`config.mk`:
```
export PLATFORM = sky130hd
export DESIGN_NAME = servo_pwm_decoder_flat
export DESIGN_NICKNAME = d
export VERILOG_FILES = /design/src/rtl/servo_pwm_decoder_if.sv /design/src/rtl/servo_pwm_decoder.sv /design/src/flat_wrapper.sv
export SDC_FILE = /design/constraint.sdc
export NUM_CORES = 1
export LEC_CHECK = 0
export BUFFER_PORTS_ARGS = -buffer_cell sky130_fd_sc_hd__buf_4
export CAP_MARGIN = 0
export CORE_MARGIN = 2
export CORE_UTILIZATION = 40
export DETAILED_ROUTE_END_ITERATION = 10
export PLACE_DENSITY_LB_ADDON = 0.25
export SLEW_MARGIN = 20
export SYNTH_ARGS = -nofsm -noshare
export SYNTH_HDL_FRONTEND = slang
export SYNTH_SLANG_ARGS = --single-unit
```
`constraint.sdc`:
```
create_clock -name clk -period 3.1 [get_ports clk]
set_input_delay 0.465 -clock clk [delete_from_list [all_inputs] [get_ports clk]]
set_output_delay 0.465 -clock clk [all_outputs]
set_load 0.05 [all_outputs]
```
`src/rtl/servo_pwm_decoder_if.sv`:
```
// Result bundle of the servo PWM decoder.
// master drives the frame results, slave consumes them.
interface servo_pwm_decoder_if;
    logic [7:0] width;
    logic [8:0] period;
    logic       frame_valid;
    logic       err_width;
    logic       err_period;
    logic       locked;
    logic       signal_lost;
    logic [4:0] position;

    modport master (
        output width, period, frame_valid,
        output err_width, err_period,
        output locked, signal_lost, position
    );

    modport slave (
        input width, period, frame_valid,
        input err_width, err_period,
        input locked, signal_lost, position
    );
endinterface

```
`src/rtl/servo_pwm_decoder.sv`:
```
// Servo PWM decoder: measures high width and rise-to-rise period per frame.
// Optional SERVO_DEC_POSITION_EN decodes position = width - MIN_HIGH.
module servo_pwm_decoder #(
    parameter int FRAME_CYCLES = 200,
    parameter int PERIOD_TOL   = 4,
    parameter int MIN_HIGH     = 5,
    parameter int MAX_HIGH     = 25
) (
    input  logic clk,
    input  logic rst,
    input  logic pwm_in,
    servo_pwm_decoder_if.master bus
);

    localparam logic [8:0] P_LO  = 9'(FRAME_CYCLES - PERIOD_TOL);
    localparam logic [8:0] P_HI  = 9'(FRAME_CYCLES + PERIOD_TOL);
    localparam logic [8:0] P_TMO = 9'(2 * FRAME_CYCLES);
    localparam logic [7:0] H_LO  = 8'(MIN_HIGH);
    localparam logic [7:0] H_HI  = 8'(MAX_HIGH);

    typedef enum logic [1:0] {IDLE, HIGH, LOW} state_t;

    state_t     state;
    logic       s1, s2, s3;
    logic [7:0] hcnt;
    logic [8:0] pcnt;
    logic [7:0] width_q;
    logic [8:0] period_q;
    logic       fv_q, ew_q, ep_q;
    logic       lock_q, lost_q;

    logic       rise, fall, tmo, close;
    logic       bad_w, bad_p;
    logic [7:0] hcnt_inc;
    logic [8:0] pcnt_inc;

    always_comb begin
        rise     = s2 & ~s3;
        fall     = ~s2 & s3;
        tmo      = (pcnt >= P_TMO);
        close    = (state == LOW) && rise;
        bad_w    = (hcnt < H_LO) || (hcnt > H_HI);
        bad_p    = (pcnt < P_LO) || (pcnt > P_HI);
        hcnt_inc = (hcnt == 8'hFF) ? hcnt : hcnt + 8'd1;
        pcnt_inc = (pcnt == 9'h1FF) ? pcnt : pcnt + 9'd1;
    end

    always_ff @(posedge clk or negedge rst) begin
        if (!rst) begin
            state    <= IDLE;
            s1       <= 1'b0;
            s2       <= 1'b0;
            s3       <= 1'b0;
            hcnt     <= '0;
            pcnt     <= '0;
            width_q  <= '0;
            period_q <= '0;
            fv_q     <= 1'b0;
            ew_q     <= 1'b0;
            ep_q     <= 1'b0;
            lock_q   <= 1'b0;
            lost_q   <= 1'b0;
        end else begin
            s1   <= pwm_in;
            s2   <= s1;
            s3   <= s2;
            fv_q <= 1'b0;
            unique case (state)
                IDLE: begin
                    if (rise) begin
                        state <= HIGH;
                        hcnt  <= 8'd1;
                        pcnt  <= 9'd1;
                    end
                end
                HIGH: begin
                    if (fall) begin
                        state <= LOW;
                        pcnt  <= pcnt_inc;
                    end else if (tmo) begin
                        state  <= IDLE;
                        lost_q <= 1'b1;
                        lock_q <= 1'b0;
                    end else begin
                        hcnt <= hcnt_inc;
                        pcnt <= pcnt_inc;
                    end
                end
                LOW: begin
                    // A rise on the timeout edge still closes the frame.
                    if (rise) begin
                        state    <= HIGH;
                        width_q  <= hcnt;
                        period_q <= pcnt;
                        ew_q     <= bad_w;
                        ep_q     <= bad_p;
                        lock_q   <= ~(bad_w | bad_p);
                        lost_q   <= 1'b0;
                        fv_q     <= 1'b1;
                        hcnt     <= 8'd1;
                        pcnt     <= 9'd1;
                    end else if (tmo) begin
                        state  <= IDLE;
                        lost_q <= 1'b1;
                        lock_q <= 1'b0;
                    end else begin
                        pcnt <= pcnt_inc;
                    end
                end
                default: state <= IDLE;
            endcase
        end
    end

`ifdef SERVO_DEC_POSITION_EN
    logic [4:0] pos_q;
    logic [7:0] pos_full;

    assign pos_full = hcnt - H_LO;

    always_ff @(posedge clk or negedge rst) begin
        if (!rst) begin
            pos_q <= '0;
        end else if (close && !bad_w && !bad_p) begin
            pos_q <= pos_full[4:0];
        end
    end

    assign bus.position = pos_q;
`else
    assign bus.position = 5'd0;
`endif

    assign bus.width       = width_q;
    assign bus.period      = period_q;
    assign bus.frame_valid = fv_q;
    assign bus.err_width   = ew_q;
    assign bus.err_period  = ep_q;
    assign bus.locked      = lock_q;
    assign bus.signal_lost = lost_q;

endmodule

```
`src/flat_wrapper.sv`:
```
// flat-port wrapper written by rule: the top's interface ports become plain ports
module servo_pwm_decoder_flat 
#(
    parameter int FRAME_CYCLES = 200,
    parameter int PERIOD_TOL   = 4,
    parameter int MIN_HIGH     = 5,
    parameter int MAX_HIGH     = 25
)
  (clk, rst, pwm_in, bus_width, bus_period, bus_frame_valid, bus_err_width, bus_err_period, bus_locked, bus_signal_lost, bus_position);
  servo_pwm_decoder_if bus_i ();
  input  logic clk;
  input  logic rst;
  input  logic pwm_in;
  output wire logic [$bits(bus_i.width)-1:0] bus_width;
  output wire logic [$bits(bus_i.period)-1:0] bus_period;
  output wire logic [$bits(bus_i.frame_valid)-1:0] bus_frame_valid;
  output wire logic [$bits(bus_i.err_width)-1:0] bus_err_width;
  output wire logic [$bits(bus_i.err_period)-1:0] bus_err_period;
  output wire logic [$bits(bus_i.locked)-1:0] bus_locked;
  output wire logic [$bits(bus_i.signal_lost)-1:0] bus_signal_lost;
  output wire logic [$bits(bus_i.position)-1:0] bus_position;
  assign bus_width = bus_i.width;
  assign bus_period = bus_i.period;
  assign bus_frame_valid = bus_i.frame_valid;
  assign bus_err_width = bus_i.err_width;
  assign bus_err_period = bus_i.err_period;
  assign bus_locked = bus_i.locked;
  assign bus_signal_lost = bus_i.signal_lost;
  assign bus_position = bus_i.position;
  servo_pwm_decoder #(.FRAME_CYCLES(FRAME_CYCLES), .PERIOD_TOL(PERIOD_TOL), .MIN_HIGH(MIN_HIGH), .MAX_HIGH(MAX_HIGH)) u_core (.clk(clk), .rst(rst), .pwm_in(pwm_in), .bus(bus_i));
endmodule
```
**Yosys cells after proc, flatten, opt, wreduce, memory -nomap -nowiden**

Index checks and enable logic that the tools add are counted.

- Register bits after elaboration: 44
- Input port bits: 3
- Output and inout port bits: 27
- Logic and storage cells: 72

- $add $sub $neg: 2
- Magnitude comparators: 5
- Equal/unequal tests: 9
- Multiplexer cells: 26
- Bitwise operators: 6
- Reduce and logical (&&, ||, !) cells: 11

Operators with widths:

| cell | number |
|---|---|
| 9-bit 2-to-1 mux | 5 |
| 8-bit 2-to-1 mux | 4 |
| 9-bit case mux with 3 select lines | 1 |
| 8-bit case mux with 2 select lines | 1 |
| 9-bit by 1-bit adder with 9-bit output (second input constant) | 1 |
| 9-bit == test (second input constant) | 1 |
| 9-bit greater-or-equal comparator (second input constant) | 1 |
| 9-bit by 8-bit greater-than comparator with 1-bit output (second input constant) | 1 |
| 9-bit by 8-bit less-than comparator with 1-bit output (second input constant) | 1 |
| 8-bit by 1-bit adder with 8-bit output (second input constant) | 1 |
| 8-bit == test (second input constant) | 1 |
| 8-bit by 5-bit greater-than comparator with 1-bit output (second input constant) | 1 |
| 8-bit by 3-bit less-than comparator with 1-bit output (second input constant) | 1 |
| 1-bit 2-to-1 mux | 8 |
| 2-bit 2-to-1 mux | 4 |
| 2-bit inequality test (second input constant) | 3 |
| 2-bit case mux with 3 select lines | 1 |
| 2-bit AND reduction | 3 |
| 5-bit AND reduction | 1 |
| 2-bit by 1-bit inequality test with 1-bit output (second input constant) | 2 |
| 1-bit case mux with 2 select lines | 2 |
| 2-bit nonzero test | 2 |
| 1-bit inverter | 3 |
| 3-bit nonzero test | 1 |
| 7 further kinds | 9 |

**Depth between registers and ports, before layout**

Gate-level depths: netlist (run 1).

- Depth in word-level cells: 6
- Gate-level depth with buffers: 8
- Depth with buffers taken out: 7

**Worst setup path before layout (run 1)**

OpenSTA, ideal clock, no wires.

- Path kind: flip-flop to flip-flop
- Start point: reg u_core.state[0]
- End point: reg u_core.hcnt[3]
- Setup time: 95 ps
- Arrival: 1772 ps
- Data required time: 3005 ps
- Path slack: 1233 ps
- Stages on the path, launching flop included: 9
- Path buffers: 3
- Period minus slack after synthesis: 1867 ps
- Cell sequence: dfrtp_1 inv_1 ha_1 clkbuf_1 or2_2 clkbuf_1 or2_0 buf_2 o31ai_1

- Longest elaborated chain between the ends: 4
- Elaborated cells on any way between the ends: 11
- Those cells by class: eq/ne: 6; mux: 1; reduce/logical: 4

Ends and longest elaborated chain:

| item | line | text |
|---|---|---|
| start, declared | servo_pwm_decoder.sv:23 | `state_t state;` |
| start signal, assigned | servo_pwm_decoder.sv:50 | `state <= IDLE;` |
| start signal, assigned | servo_pwm_decoder.sv:71 | `state <= HIGH;` |
| start signal, assigned | servo_pwm_decoder.sv:78 | `state <= LOW;` |
| 2-bit == test / 2-bit zero test (equally long branches) | n/a |  |
| 2-bit OR reduction (no line) | n/a |  |
| 2-bit by 1-bit inequality test with 1-bit output (no line) / 2-bit nonzero test (equally long branches) | n/a |  |
| 5-bit AND reduction (no line) | n/a |  |
| end signal, assigned | servo_pwm_decoder.sv:85 | `hcnt <= hcnt_inc;` |
| end, declared | servo_pwm_decoder.sv:25 | `logic [7:0] hcnt;` |

Several ways; a longest one is shown, not always the timed one.
A chain may end at the register's enable or synchronous reset.

**Worst setup path after layout (run 1)**

- Start point: reg u_core.hcnt[0]
- End point: reg u_core.hcnt[2]

- Longest elaborated chain between the ends: 5
- Elaborated cells on any way between the ends: 8
- Those cells by class: add/sub: 1; eq/ne: 2; mux: 4; reduce/logical: 1

Ends and longest elaborated chain:

| item | line | text |
|---|---|---|
| 8-bit by 1-bit adder with 8-bit output | servo_pwm_decoder.sv:44 | `hcnt_inc = (hcnt == 8'hFF) ? hcnt : hcnt + 8'd1;` |
| 8-bit 2-to-1 mux | servo_pwm_decoder.sv:44 |  |
| 8-bit 2-to-1 mux | servo_pwm_decoder.sv:80 | `end else if (tmo) begin` |
| 8-bit 2-to-1 mux | servo_pwm_decoder.sv:77 | `if (fall) begin` |
| 8-bit case mux with 2 select lines | servo_pwm_decoder.sv:68 | `unique case (state)` |

Several ways; a longest one is shown, not always the timed one. The select of a mux whose other input is x is not followed.

==> run summary, run 1 <==
status: complete, no violations
synthesized area: 0.002220 sq mm
EDFF count, synth: 0
XOR/XNOR Fraction of Synth Area: 0%
slowest CP cell: o211ai_1
Post-synth top flop: dfrtp_1
Hold WS: 0.1392 ns
FILL cells: 538
Relative slew margins: 58.36%
maxcap violations: 0
hold-fix buffers at CTS: 0
Worst Tran Pin Value: 0.6218 ns
share of cells above drive strength 1: 13.38%
die area: 0.006161 sq mm
Overflow after GRT: 0
met3 global-route usage: 3.448%
Avg Synthesized Cell Area: 8.986 sq um
Synth Area in Adders: 5.073%
Crit Path Category: reg2reg
post-CTS resize count: 0
setup violators final: 0
first-pass GRT wire length: 8.093 mm
delay-heaviest family, CP: compound AO/OA/AOI/OAI gates
library cells used by synthesis: 40
initial antenna violation count: 0
wirelength, routed: 4.625 mm
Worst Setup End Kind: flip-flop
crit path DAT: 2.36 ns
layout net count: 280
detailed-placement wirelength estimate: 3.223 mm
Worst-Skew Late Latency: 0.30 ns
Synth top cells by count: nand2_1, dfrtp_1, o21ai_0
Routed Antenna Nets: 0
Root Buffer: clkbuf_8
top cell type's share of synthesized area: 49.61%
Compound-Gate Fraction of Synth Area: 18.09%
Clock Sinks: 44
RSZ-0062 raised after global routing: false
Die Width: 78.49 um
die height: 78.49 um
final RePlAce weighted congestion: 0.8631
final setup skew: 0.006546 ns
synth-to-layout area growth: 14.54%
GR Layer Usage met1: 22.28%
flops & latches, synth: 44
I/O pin cnt: 30
area of the multi-input gates: 0.001007 sq mm
largest cells by area after synthesis: dfrtp_1, nand2_1, o21ai_0, ha_1, nor2_1
Mapped Cells: 247
Hold Crit Class: in2async
Seq/Total Area, Yosys: 49.61%
WP data required: 3.27 ns
Port Buf Inserts: 24
critical-path cell list: ha_1 > and3_1 > a21oi_2 > o211ai_1 > or2_0 > o21ai_0
fmax: 455.9 MHz
leakage: 1.212 nW
# diodes: 0
CTS Buf Count: 5
Tcrit/Tclk final: 70.76%
Initial Utilization: 40.81%
Setup TNS: 0 ns
Sequential Area: 0.001101 sq mm
global route hottest layer: met2
FP Rows: 27
CP peak stage delay: 0.52 ns
clock tree buffer depth: 2
crit path max fanout: 11
drc violations: 0
async set-or-reset flop fraction in the synthesized netlist: 100.0%
fin crit period: 2.193 ns
CTS tree: done
Synth warnings: 0
Non-Filler Instances: 341
setup repair bufs after CTS: 0
Slew Limit Fails: 0
WL per Instance: 13.56 um
final hold vios: 0
largest net degree at the start of global routing: 45
Synth area leader: dfrtp_1
GRT Util Overall: 16.46%
Worst setup SP type: flip-flop
DRT Pass-1 Iters: 4
mux contribution to synthesized area: 0.4510%
Synth Area in Simple Gates: 20.91%
cell with the most instances after synthesis: nand2_1
crit path buf inv count: 0
vias: 1787
power density over the cells: 760.5 mW/mm^2
largest family of logic cells by synthesized area: simple AND/OR/NAND/NOR gates
met2 global-route usage: 25.86%
Core Box Area: 0.005439 sq mm
First DRT Iteration DRCs: 93
Via density: 5.240
clk slew on worst S/H paths: 0.09 ns
vias in the first global route: 1676
htree depth: 2
Worst VDD drop: 0.4982 mV
Cells after DPL: 333
==> registers in the layout, indices dropped and copies added, names as in the netlist <==
name                    flops
u_core.s1                   1
u_core.hcnt                 8
u_core.bus.period           9
u_core.bus.signal_lost      1
u_core.pcnt                 9
u_core.bus.width            8
u_core.bus.frame_valid      1
u_core.bus.locked           1
u_core.s2                   1
u_core.state                2
u_core.bus.err_width        1
u_core.bus.err_period       1
u_core.s3                   1
==> where the power goes <==
group | internal (W) | switching, W
clock network | 0.000243 | 0.000216
logic | 0.000232 | 0.000493
registers | 0.000665 | 0.0000839
==> worst register-to-register path, delay by kind of cell (launching register included) <==
kind	cells	cell delay (ns)
AOI/OAI and AO/OA	3	0.78
and+or+nand+nor	2	0.63
DFF	1	0.42
adders and majority gates	1	0.23
==> stage by stage <==
step | util (%) | total power, W | area (sq um) | setup slack, ns
after detailed placement | 44.63 | 0.001489 | 2427 | 0.9596
after floorplan | - | 0.001298 | 2235 | 1.233
after CTS | 46.74 | 0.001956 | 2542 | 0.9319
after global placement | 44.63 | 0.001478 | 2427 | 1.072
after global routing | 46.74 | 0.002073 | 2542 | 0.7227
final | 46.74 | 0.001934 | 2542 | 0.9065
==> layout by cell type, fill, tap and decap left out, types with 6 or more instances in the layout <==
master | netlist | final
a21oi_1 | 10 | 10
o31ai_1 | 6 | 6
ha_1 | 9 | 9
o21ai_0 | 24 | 24
dfrtp_1 | 44 | 44
nor2_1 | 14 | 14
a31oi_1 | 6 | 6
inv_1 | 10 | 10
and3_1 | 8 | 8
nand3_1 | 9 | 9
buf_4 | 5 | 25
nand2_1 | 54 | 54
==> cells by family (layout without fill, tap and decap cells) <==
family,Yosys count,after routing
compound gates,63,63
fa+ha+maj,9,9
buf+inv,26,44
flops,44,44
mux,1,1
other cells,1,5
simple gates,103,103
==> per-layer routing <==
layer  up-vias  share of wire (%)
li1        891                  -
met1       848                 49
met2        41                 45
met3         7                4.4
met4         0                1.3
met5         -                  0
==> worst paths after layout <==
path                                      from        endpoint  slack, ns  depth (start not counted)
max in group asynchronous                  rst  u_core.pcnt[7]       2.58                          1
worst max register to register  u_core.hcnt[0]  u_core.hcnt[2]       0.91                          6
min in group clk                        pwm_in       u_core.s1       0.26                          1
worst max-delay path            u_core.hcnt[0]  u_core.hcnt[2]       0.91                          6
worst min-delay path                       rst       u_core.s1       0.14                          1
worst min register to register       u_core.s1       u_core.s2       0.35                          0
==> final cells by class <==
| type | instances | area share [%] |
|---|---|---|
| clock buffer | 5 | 2.707 |
| clock inverter | 3 | 1.821 |
| inverter | 11 | 1.624 |
| multi-input combinational | 181 | 39.62 |
| sequential | 44 | 43.31 |
| tap | 72 | 3.543 |
| timing repair buffer | 25 | 7.382 |
No activity file was read; power rests on OpenSTA's default activity.
==> run 2: changes to the inputs <==
==> constraint.sdc (replaced) <==
create_clock -name clk -period 2.1 [get_ports clk]
set_input_delay 0.315 -clock clk [delete_from_list [all_inputs] [get_ports clk]]
set_output_delay 0.315 -clock clk [all_outputs]
set_load 0.05 [all_outputs]
==> run 2 against run 1 <==
- the run now ends with hold timing left
- flip-flop and latch count unchanged
- register-to-register slack lost 0.75 ns
- global-route usage increased by 0.28 points
- combinational power up 52%
- clock skew decreased by 0.0016 ns
- final cell count increased by 1.5%
- sequential power increased by 47%
- sequential share of layout area fell by 0.63 points
- design area rose by 1.5%
- count of clock-buffer cells in the layout is the same
- clock power rose by 42%
- critical path depth shrank 1
- critical endpoint is now u_core.hcnt[7]
- largest cell class unchanged
==> run summary, run 2 (synthesized netlist as in run 1, its figures left out) <==
I/O pin cnt: 30 (unchanged)
# diodes: 0 (unchanged)
die height: 78.49 um (unchanged)
hold-fix buffers at CTS: 0 (unchanged)
Initial Utilization: 40.81% (unchanged)
reg2reg path depth: 5 (-1)
Setup TNS: 0 ns (unchanged)
Hold WS: -0.005714 ns (-0.1450 ns)
die area: 0.006161 sq mm (unchanged)
R2R Setup Slk: 0.16 ns (-0.75 ns)
RSZ-0062 raised after global routing: false
NetSw: 0.001151 W (+45%)
crit path max fanout: 9 (-2)
vias: 1754 (-1.8%)
crit path buf inv count: 1 (+1)
wirelength, routed: 4.520 mm (-2.3%)
Core Box Area: 0.005439 sq mm (unchanged)
Cells after DPL: 338 (+1.5%)
share of cells above drive strength 1: 15.33% (+1.9 points)
Routed Antenna Nets: 0 (unchanged)
status: finished, violations left
layout net count: 285 (+1.8%)
largest net degree at the start of global routing: 45 (unchanged)
Switching Fraction: 40.30% (-0.74 points)
Worst-Skew Late Latency: 0.30 ns (about the same)
First DRT Iteration DRCs: 79 (-15%)
htree depth: 2 (unchanged)
synth-to-layout area growth: 16.23%
part of the power in registers: 38.7% (about the same)
fin crit period: 1.940 ns (-0.2540 ns)
maxcap violations: 0 (unchanged)
final RePlAce weighted congestion: 0.8219 (-4.8%)
slowest CP cell: or2_2
crit path DAT: 2.15 ns (-0.21 ns)
fmax: 515.6 MHz (+13%)
Clock Sinks: 44 (unchanged)
Relative slew margins: 63.01% (+4.6 points)
clk slew on worst S/H paths: 0.08 ns (about the same)
power density over the cells: 1107 mW/mm^2 (+46%)
final setup skew: 0.004963 ns (-0.001583 ns)
first-pass GRT wire length: 8.224 mm (+1.6%)
internal power: 0.001705 W (+50%)
DRT Pass-1 Iters: 4 (unchanged)
detailed-placement wirelength estimate: 3.253 mm (+0.93%)
WP data required: 2.31 ns (-0.96 ns)
Slew Limit Fails: 0 (unchanged)
clock tree buffer depth: 2 (unchanged)
Via density: 5.069 (-3.3%)
FP Rows: 27 (unchanged)
leakage: 1.236 nW (+2.0%)
WL per Instance: 13.06 um (-3.7%)
Tcrit/Tclk final: 92.36% (+22 points)
vias in the first global route: 1734 (+3.5%)
critical path depth: 5 (-1)
CP peak stage delay: 0.40 ns (-0.12 ns)
most frequent cells in the layout: nand2_1, dfrtp_1, buf_4, o21ai_0, nor2_1
Hold Crit Class: in2async
Clock power frac: 22.8% (-1.0 points)
drc violations: 0 (unchanged)
Worst Tran Pin Value: 0.5549 ns (-0.06691 ns)
Root Buffer: clkbuf_8
CTS tree: done
Port Buf Inserts: 24 (unchanged)
Crit Path Category: reg2reg
most common cell after layout, fill and taps aside: nand2_1
Worst setup SP type: flip-flop
final hold vios: 6 (+6)
initial antenna violation count: 0 (unchanged)
CTS Buf Count: 5 (unchanged)
setup violators final: 0 (unchanged)
Gate power share: 38.5% (+1.0 points)
Non-Filler Instances: 346 (+1.5%)
failing checks: hold timing
Worst Setup End Kind: flip-flop
Overflow after GRT: 0 (unchanged)
Worst VDD drop: 0.6622 mV (+33%)
critical-path cell list: inv_1 > ha_1 > or2_2 > or2_0 > o31ai_1
Die Width: 78.49 um (unchanged)
GRT Util Overall: 16.74% (+0.28 points)
delay-heaviest family, CP: simple AND/OR/NAND/NOR gates
-- run 2: routing by layer --
layer	up-vias	wire (um)	track usage, %	part of all wire, %
met2	32	1986	26.47	44
met1	813	2286	23.14	51
met4	0	71	5.263	1.6
li1	902	-	-	-
met5	-	0	0	0
met3	7	176	3.448	3.9
-- run 2: worst paths after layout --
path | from | endpoint
setup / recovery | u_core.state[0] | u_core.hcnt[7]
hold / removal | rst | u_core.pcnt[6]
setup reg to reg | u_core.state[0] | u_core.hcnt[7]
hold reg to reg | u_core.s1 | u_core.s2
max in group asynchronous | rst | u_core.bus.period[2]
min in group clk | pwm_in | u_core.s1
-- run 2: worst reg2reg max path, delay by kind of cell, from the launching register on --
kind	cells	cell delay, ns
AOI/OAI and AO/OA	1	0.29
adders and majority gates	1	0.31
buffers and inverters	1	0.10
DFF	1	0.38
and+or+nand+nor	2	0.76
-- run 2: area by class of cell --
cell class | instances | area (sq um)
sequential | 44 | 1101
clock buffer | 5 | 68.82
clock inverter | 3 | 42.54
tap | 72 | 90.09
multi-input combinational | 181 | 1011
timing repair buffer | 30 | 225.2
inverter | 11 | 41.29
fill | 523 | 2859
-- run 2: per-stage QoR --
| stage | setup WS [ns] | util (%) | cell area, sq um | power [W] |
|---|---|---|---|---|
| after floorplan | 0.2330 | - | 2235 | 0.001916 |
| after global placement | 0.2015 | 45.32 | 2465 | 0.002218 |
| after detailed placement | 0.1893 | 45.32 | 2465 | 0.002221 |
| after CTS | 0.1723 | 47.37 | 2576 | 0.002883 |
| after global routing | 0.01355 | 47.44 | 2580 | 0.003073 |
| final | 0.1605 | 47.44 | 2580 | 0.002855 |
-- run 2: repair_timing --
| action | 4_1_cts | 5_1_grt |
|---|---|---|
| endpoints found under the setup margin | 0 | 3 |
| buffers inserted | 0 | 0 |
| resized for setup | 0 | 1 |
-- run 2: power by group through the flow --
| stage | logic (W) | registers, W | clock network, W |
|---|---|---|---|
| final | 0.00110 | 0.00110 | 0.000652 |
| after global routing | 0.00124 | 0.00113 | 0.000702 |
| after CTS | 0.00110 | 0.00110 | 0.000674 |
| after detailed placement | 0.00110 | 0.00112 | 0 |
| after global placement | 0.00110 | 0.00112 | 0 |
| after floorplan | 0.000576 | 0.00134 | 0 |
==> run 3: changes to the inputs <==
--- a/config.mk
+++ b/config.mk
@@ -11,6 +11,7 @@
 export CORE_UTILIZATION = 40
 export DETAILED_ROUTE_END_ITERATION = 10
 export PLACE_DENSITY_LB_ADDON = 0.25
+export REMOVE_ABC_BUFFERS = 1
 export SLEW_MARGIN = 20
 export SYNTH_ARGS = -nofsm -noshare
 export SYNTH_HDL_FRONTEND = slang
==> run 3 against run 2 <==
- the flow now finishes without violations
- total power decreased by 3.0%
- wire length increased by 3.1%
- non-clock buffer count decreased by 1
- die area unchanged
- combinational power about the same
- largest cell class unchanged
==> run summary, run 3 (synthesized netlist as in run 1, its figures left out) <==
final hold vios: 0 (-6)
Initial Utilization: 40.81% (unchanged)
drc violations: 0 (unchanged)
WP data required: 2.31 ns (about the same)
met3 WL: 234 um (+33%)
synth-to-layout area growth: 14.88%
htree depth: 2 (unchanged)
hold-fix buffers at CTS: 0 (unchanged)
initial antenna violation count: 0 (unchanged)
status: complete, no violations
Overflow after GRT: 0 (unchanged)
Root Buffer: clkbuf_8
Setup TNS: 0 ns (unchanged)
vias in the first global route: 1646 (-5.1%)
Via density: 5.206 (+2.7%)
setup violators final: 0 (unchanged)
crit path DAT: 2.12 ns (-0.03 ns)
WL per Instance: 13.50 um (+3.4%)
final setup skew: 0.004112 ns (-0.0008517 ns)
wirelength, routed: 4.658 mm (+3.1%)
vias: 1796 (+2.4%)
maxcap violations: 0 (unchanged)
clock tree buffer depth: 2 (unchanged)
FP Rows: 27 (unchanged)
Tcrit/Tclk final: 90.90% (-1.5 points)
Worst Setup SP: u_core.state[0]
Relative slew margins: 62.33% (-0.68 points)
Core Box Area: 0.005439 sq mm (unchanged)
WL met2: 2.087 mm (+5.1%)
clk slew on worst S/H paths: 0.08 ns (about the same)
Hold Crit Class: in2async
final RePlAce weighted congestion: 0.9068 (+10%)
post-CTS resize count: 0 (unchanged)
most common cell after layout, fill and taps aside: nand2_1
First DRT Iteration DRCs: 109 (+38%)
detailed-placement wirelength estimate: 3.209 mm (-1.4%)
DRT Pass-1 Iters: 4 (unchanged)
fin crit period: 1.909 ns (-0.03065 ns)
crit path max fanout: 9 (unchanged)
Port Buf Inserts: 24 (unchanged)
FILL cells: 529 (+1.1%)
CTS Buf Count: 5 (unchanged)
Crit Path Category: reg2reg
first-pass GRT wire length: 8.079 mm (-1.8%)
power density over the cells: 1087 mW/mm^2 (-1.8%)
highest routed layer: met4
reg2reg start: u_core.state[0]
I/O pin cnt: 30 (unchanged)
R2R Setup Slk: 0.19 ns (+0.03 ns)
Worst setup SP type: flip-flop
RSZ-0062 raised after global routing: false
met1 WL: 2.242 mm (-1.9%)
Slew Limit Fails: 0 (unchanged)
Worst VDD drop: 0.4145 mV (-37%)
Clock Sinks: 44 (unchanged)
largest net degree at the start of global routing: 45 (unchanged)
Routed Antenna Nets: 0 (unchanged)
Die Width: 78.49 um (unchanged)
Worst-Skew Late Latency: 0.30 ns (about the same)
fmax: 523.9 MHz (+1.6%)
crit path to: u_core.hcnt[3]
Final Power: 0.002771 W (-3.0%)
CTS tree: done
Worst Setup End Kind: flip-flop
fin worst setup slack: 0.1911 ns (+0.03065 ns)
setup repair bufs after CTS: 0 (unchanged)
Place WS: 0.2079 ns (+0.01866 ns)
most frequent cells in the layout: nand2_1, dfrtp_1, buf_4, o21ai_0, nor2_1
die area: 0.006161 sq mm (unchanged)
Worst Tran Pin Value: 0.5651 ns (+0.01022 ns)
share of cells above drive strength 1: 14.65% (-0.68 points)
GRT Util Overall: 16.64% (-0.10 points)
layout net count: 284 (-0.35%)
# diodes: 0 (unchanged)
die height: 78.49 um (unchanged)
leakage: 1.228 nW (-0.64%)
reg2reg path depth: 5 (unchanged)
reg-to-reg endpoint: u_core.hcnt[3]
[run 3: changes by cell type in the layout (fill, tap and decap cells not counted)]
cell,previous run,this run
clkinv_2,1,2
bufinv_16,1,0
buf_4,30,29
clkbuf_8,5,6
a21oi_2,2,1
a21oi_1,9,10
clkinvlp_4,1,0
[run 3: cell type report]
cell class	count	area [sq um]	area share, %
repair buffers	29	217.7	8.538
inverters	11	41.29	1.619
well taps	72	90.09	3.533
flip-flops and latches	44	1101	43.18
multi-input cells	181	1007	39.50
clock buffers	6	82.58	3.238
clock inverters	2	10.01	0.3925
[run 3: power breakdown]
group | internal, W | switching (W)
clock network | 0.000263 | 0.000285
logic | 0.000370 | 0.000753
registers | 0.000982 | 0.000119
total | 0.00161 | 0.00116
[run 3: worst min path at each step]
stage / start / end
2_1_floorplan: rst / u_core.bus.err_period
3_3_place_gp: u_core.s1 / u_core.s2
3_5_place_dp: u_core.s1 / u_core.s2
4_1_cts: rst / u_core.bus.width[0]
5_1_grt: rst / u_core.hcnt[3]
6_report: rst / u_core.bus.width[0]
[run 3: worst max-delay path: stages, from the launching register on]
cell and delay, ns:
dfrtp_1 0.38, inv_1 0.10, ha_1 0.31, or2_2 0.40, or2_0 0.36, o31ai_1 0.27
[run 3: layer usage]
layer / vias to the layer above / global-route usage (%)
li1: 896 / -
met4: 0 / 6.140
met2: 63 / 25.00
met3: 8 / 2.874
met1: 829 / 24.08
met5: - / 0
[run 3: per-stage QoR]
stage | cell area, sq um | utilization (%) | std cells | hold slack, ns
global route | 2550 | 46.88 | 345 | 0.05069
finish | 2550 | 46.88 | 345 | 0.01033
floorplan | 2150 | - | 236 | 0.01941
detailed placement | 2457 | 45.18 | 337 | 0.3358
global placement | 2457 | 45.18 | 337 | 0.3343
CTS | 2550 | 46.88 | 345 | 0.02603
